File: config.mk
export PLATFORM = sky130hd
export DESIGN_NAME = jtkicker_prog_remap
export DESIGN_NICKNAME = d
export VERILOG_FILES = /design/src/rtl/jtkicker_dwnld_pkg.sv /design/src/rtl/jtkicker_prog_map.sv /design/src/rtl/jtkicker_prog_remap.sv
export SDC_FILE = /design/constraint.sdc
export NUM_CORES = 1
export LEC_CHECK = 0
export ABC_AREA = 0
export CORE_UTILIZATION = 49
export DETAILED_ROUTE_END_ITERATION = 8
export PLACE_DENSITY = 0.92
export SLEW_MARGIN = 20
export SYNTH_ARGS = -nofsm -noshare
export SYNTH_HDL_FRONTEND = slang
export SYNTH_SLANG_ARGS = --single-unit
File: constraint.sdc
create_clock -name clk -period 1.7 [get_ports clk]
set_input_delay 0.34 -clock clk [delete_from_list [all_inputs] [get_ports clk]]
set_output_delay 0.34 -clock clk [all_outputs]
set_load 0.01 [all_outputs]
File: src/rtl/jtkicker_dwnld_pkg.sv
// jtkicker_dwnld_pkg: shared types and helpers for the ROM download remapper.
package jtkicker_dwnld_pkg;
  typedef enum logic {IDLE, REQ} state_t;
  localparam int REGION_W = 2;
  localparam int SWZ_W = 5;
  function automatic logic [SWZ_W-1:0] swz(input logic [SWZ_W-1:0] w);
    return {w[2:0], ~w[4], ~w[3]};
  endfunction
  typedef struct packed {
    logic [21:0]         addr;
    logic [7:0]          dat;
    logic [1:0]          mask;
    logic [REGION_W-1:0] region;
  } wr_t;
endpackage

File: src/rtl/jtkicker_prog_map.sv
// jtkicker_prog_map: combinational region decode, object-bit swizzle and lane mask.
module jtkicker_prog_map
  import jtkicker_dwnld_pkg::*;
#(
  parameter int              REGIONS   = 4,
  parameter logic [4*22-1:0] REG_START = '0,
  parameter logic [3:0]      REG_SWZ   = '0,
  parameter bit              SWAB      = 1'b1
) (
  input  logic [21:0]         addr_i,
  output logic [21:0]         waddr_o,
  output logic [1:0]          mask_o,
  output logic [REGION_W-1:0] region_o
);
  logic [20:0] w;
  always_comb begin
    region_o = '0;
    for (int r = 1; r < REGIONS; r++)
      if (addr_i >= REG_START[r*22 +: 22]) region_o = REGION_W'(r);
    w = addr_i[21:1];
    waddr_o = {1'b0, REG_SWZ[region_o] ? {w[20:5], swz(w[4:0])} : w};
    mask_o = (addr_i[0] ^ SWAB) ? 2'b01 : 2'b10;
  end
endmodule

File: src/rtl/jtkicker_prog_remap.sv
// jtkicker_prog_remap: turns ioctl byte writes into SDRAM prog requests with a 1-entry buffer.
// Signature flag capture is built only when JTKICKER_DWNLD_SIG_EN is defined.
module jtkicker_prog_remap
  import jtkicker_dwnld_pkg::*;
#(
  parameter int              REGIONS   = 4,
  parameter logic [4*22-1:0] REG_START = '0,
  parameter logic [3:0]      REG_SWZ   = '0,
  parameter bit              SWAB      = 1'b1,
  parameter logic [21:0]     FLAG_ADDR = '0,
  parameter int              FLAG_N    = 2
) (
  input  logic              clk,
  input  logic              rst_n,
  input  logic              downloading,
  input  logic [21:0]       ioctl_addr,
  input  logic [7:0]        ioctl_dout,
  input  logic              ioctl_wr,
  input  logic              sdram_ack,
  output logic [21:0]       prog_addr,
  output logic [15:0]       prog_data,
  output logic [1:0]        prog_mask,
  output logic              prog_we,
  output logic [1:0]        region,
  output logic [FLAG_N-1:0] flags,
  output logic              dwnld_busy,
  output logic              overrun
);
  localparam wr_t WR_RST = '{addr: '0, dat: '0, mask: 2'b11, region: '0};
  state_t state_q, state_d;
  wr_t out_q, out_d, buf_q, buf_d, new_w;
  logic buf_v_q, buf_v_d, ovr_q, ovr_d, dl_q;
  logic [21:0] m_addr;
  logic [1:0] m_mask;
  logic [REGION_W-1:0] m_region;
  logic wr_ok, rise;

  jtkicker_prog_map #(
    .REGIONS(REGIONS), .REG_START(REG_START), .REG_SWZ(REG_SWZ), .SWAB(SWAB)
  ) u_map (
    .addr_i(ioctl_addr), .waddr_o(m_addr), .mask_o(m_mask), .region_o(m_region)
  );

  assign wr_ok = downloading & ioctl_wr;
  assign rise  = downloading & ~dl_q;
  assign new_w = '{addr: m_addr, dat: ioctl_dout, mask: m_mask, region: m_region};

  // An ack frees the buffer before a same-cycle write is considered, so that write never overruns.
  always_comb begin
    state_d = state_q;
    out_d   = out_q;
    buf_d   = buf_q;
    buf_v_d = buf_v_q;
    ovr_d   = rise ? 1'b0 : ovr_q;
    if (state_q == IDLE) begin
      if (wr_ok) begin
        out_d   = new_w;
        state_d = REQ;
      end
    end else if (sdram_ack) begin
      if (buf_v_q) begin
        out_d   = buf_q;
        buf_d   = new_w;
        buf_v_d = wr_ok;
      end else if (wr_ok) out_d = new_w;
      else state_d = IDLE;
    end else if (wr_ok) begin
      if (buf_v_q) ovr_d = 1'b1;
      else begin
        buf_d   = new_w;
        buf_v_d = 1'b1;
      end
    end
  end

  always_ff @(posedge clk or negedge rst_n) begin
    if (!rst_n) begin
      state_q <= IDLE;
      out_q   <= WR_RST;
      buf_q   <= WR_RST;
      buf_v_q <= 1'b0;
      ovr_q   <= 1'b0;
      dl_q    <= 1'b0;
    end else begin
      state_q <= state_d;
      out_q   <= out_d;
      buf_q   <= buf_d;
      buf_v_q <= buf_v_d;
      ovr_q   <= ovr_d;
      dl_q    <= downloading;
    end
  end

  assign prog_we    = state_q == REQ;
  assign prog_addr  = out_q.addr;
  assign prog_data  = {out_q.dat, out_q.dat};
  assign prog_mask  = out_q.mask;
  assign region     = out_q.region;
  assign overrun    = ovr_q;
  assign dwnld_busy = rst_n & (downloading | state_q == REQ);

`ifdef JTKICKER_DWNLD_SIG_EN
  logic [FLAG_N-1:0] flags_q;
  logic [21:0] foff;
  assign foff = ioctl_addr - FLAG_ADDR;
  always_ff @(posedge clk or negedge rst_n) begin
    if (!rst_n) flags_q <= '0;
    else if (rise) flags_q <= '0;
    else
      for (int k = 0; k < FLAG_N; k++)
        if (wr_ok && foff == 22'(k)) flags_q[k] <= &ioctl_dout;
  end
  assign flags = flags_q;
`else
  logic unused_flag_addr;
  assign unused_flag_addr = ^FLAG_ADDR;
  assign flags = '0;
`endif
endmodule

==> impl_metrics.py <==
metrics = {
    "global_route": {
        "overflow": 0,
        "grt_pass1_vias": 2074,
        "grt_max_degree": 71,
        "grt_usage_pct": 20.2,
        "antenna_found_initial": 0,
        "grt_pass1_wl_um": 9970,
    },
    "detailed_routing": {
        "vias": 2004,
        "first_iter_violations": 74,
        "drc": 0,
        "ant_nets": 0,
        "dr.pass1.iters": 4,
        "wirelength_um": 6110,
        "vias_per_cell": 5.30,
        "wire_per_inst_um": 16.2,
    },
    "clocking": {
        "clk_path_buf_depth": 2,
        "clk_pin_slew_ps": 70,
        "cts_tree": "yes",
        "h-tree-depth": 3,
        "cts-root-buf": "clkbuf_8",
        "ctsHoldBuffers": 0,
        "clock-sinks": 70,
        "cts_made_buffers": 9,
        "clk_latency_ps": 340,
    },
    "run_status": {
        "status": "completed",
    },
    "finish": {
        "final_core_util_pct": 68.8,
        "nets": 335,
        "diodes": 0,
        "drive_above_1_share_pct": 37.0,
        "area_delta_synth_final_pct": 32.5,
        "final_area_um2": 4170,
    },
    "yosys": {
        "synth_cell_types": 29,
        "async_flop_share_pct": 100,
        "yosys_register_bits": 70,
        "synth_ff_type": "dfrtp_1",
        "syn_inst": 215,
        "yosysMostFrequentCell": "mux2_2",
        "synth_top_area_share_pct": 52.5,
        "yosysSeqAreaShare_pct": 55.8,
        "synth_top_cells_by_count": "77 x mux2_2, 66 x dfrtp_1, 12 x buf_4",
        "synth.area.top_cells": "dfrtp_1 52%, mux2_2 28%, dfstp_2 3.3%",
        "syn_avg_cell_area_um2": 14.6,
        "synth-edff-count": 0,
        "netlist_area_um2": 3150,
        "synth_top_area_cell": "dfrtp_1",
        "synth-warning-count": 0,
    },
    "placement": {
        "place_congestion": 0.723,
        "dp_hpwl_um": 4180,
        "place_area_um2": 3990,
        "port_buffers": 79,
    },
    "sta": {
        "setup_viol": 0,
        "tightest_slew_ps": 849,
        "hold_viol_final": 0,
        "period_minus_slack_ps": 1630,
        "fmax_mhz": 614,
        "fin_skew_ps": 4.54,
        "maxSlewViolCount": 0,
        "finalCritPeriodShare_pct": 95.9,
        "rsz0062_at_grt": "no",
        "relSlewSlack_pct": 43.4,
    },
    "critical_path": {
        "r2r_slack_ps": 70,
        "worst_setup_path_end_kind": "flip-flop",
        "reg2reg_from": "prog_we",
        "path_max_fanout": 20,
        "reg2reg_depth": 5,
        "cp.arrival_ps": 1850,
        "r2r_end": "prog_data[1]",
        "crit_required_ps": 1920,
        "critPathKind": "reg -> reg",
        "startpoint_type": "flip-flop",
        "crit_end": "prog_data[1]",
        "crit_start": "prog_we",
    },
    "pwr": {
        "powerDensity_nw_per_um2": 1740,
        "total_power_uw": 7260,
        "vdd_ir_drop_max_v": 0.00110,
        "p_leak_uw": 0.00178,
    },
    "min_path": {
        "hp-class": "in -> async",
    },
    "die": {
        "die_h_um": 82.1,
        "start_util_pct": 51.9,
        "die_w_um": 82.1,
        "ios": 82,
        "num_rows": 28,
        "dieArea_um2": 6750,
        "core_um2": 6060,
    },
    "job": {
        "drv_cap": 0,
    },
}
==> what timing repair did <==
item / CTS / global route
buffers inserted: 1 / 1
resized for setup: 4 / 4
hold endpoints to repair: 0 / 0
setup endpoints to repair: 4 / 11
==> per-layer routing <==
metal,GRT usage [%],up-vias,wire [um]
met5,0,-,0
met4,10.4,0,113
met3,4.73,11,285
met2,32.1,65,3010
met1,25.8,1009,2710
li1,-,919,-
==> how the worst min path moves through the flow <==
stage | slack (ps) | cells past startpoint | startpoint | endpoint
finish | 240 | 2 | rst_n | overrun
global route | 300 | 2 | rst_n | region[1]
CTS | 250 | 2 | rst_n | buf_q[30]
detailed placement | 470 | 2 | dl_q | overrun
global placement | 450 | 2 | dl_q | overrun
floorplan | 40 | 0 | rst_n | buf_q[0]
==> where the power goes <==
| part | leakage (uW) | switching [uW] | internal, uW | total, uW |
|---|---|---|---|---|
| clock network | 0.0000821 | 561 | 549 | 1110 |
| logic | 0.000887 | 1190 | 2050 | 3240 |
| registers | 0.000815 | 423 | 2480 | 2910 |
| total | 0.00178 | 2170 | 5080 | 7260 |
==> cell usage in the layout, fill, tap and decap left out, types with 2 or more instances in the layout <==
master           count
o22a_1               2
conb_1               2
nand3_1              2
clkbuf_1             2
mux2_2              77
nand2b_1             2
buf_6                2
and2_1               2
dlygate4sd2_1        3
nand2_1              4
dfstp_2              4
clkdlybuf4s50_1     73
a221o_1              3
buf_12               3
buf_4               10
inv_1                6
dfrtp_1             66
mux2_1               9
clkinv_2             2
clkbuf_8            10
o21ai_0              2
nor2_1               2
==> state kept, by name (all words and copies together), names as in the netlist <==
name / cells
prog_addr: 22
region: 2
buf_q: 32
prog_we: 1
prog_mask: 2
buf_v_q: 1
prog_data: 8
overrun: 1
dl_q: 1
==> logic make-up (layout without fill, tap and decap cells) <==
kind of cell | Yosys count | count (layout) | share of synthesized area (%)
mux | 87 | 87 | 31.1
compound gates | 15 | 15 | 4.14
buf+inv | 27 | 114 | 6.20
simple gates | 15 | 15 | 2.62
other cells | 1 | 2 | 0.119
flops | 70 | 70 | 55.8
==> per-stage QoR <==
step           std cells  TNS (ps)  worst slack, ps  hold WS, ps
2_1_floorplan        216         0              169         44.4
3_3_place_gp         362    -11870             -225          454
3_5_place_dp         362    -14580             -308          469
4_1_cts              377         0             5.54          254
5_1_grt              378         0             16.4          298
6_report             378         0             70.1          237
==> final cells by class <==
| cell class | instances | area (um2) |
|---|---|---|
| Multi-Input combinational cell | 119 | 1200 |
| Clock inverter | 2 | 10.0 |
| Timing Repair Buffer | 94 | 942 |
| Fill cell | 437 | 1890 |
| Tap cell | 75 | 93.8 |
| Sequential cell | 70 | 1760 |
| Clock buffer | 12 | 145 |
| Inverter | 6 | 22.5 |
==> critical path, cell delays in order (launching register included) <==
cell and delay (ps):
dfrtp_1 380, buf_4 150, buf_4 160, a22oi_2 250, buf_12 210, mux2_2 360
Power figures use the tool's default switching activity.
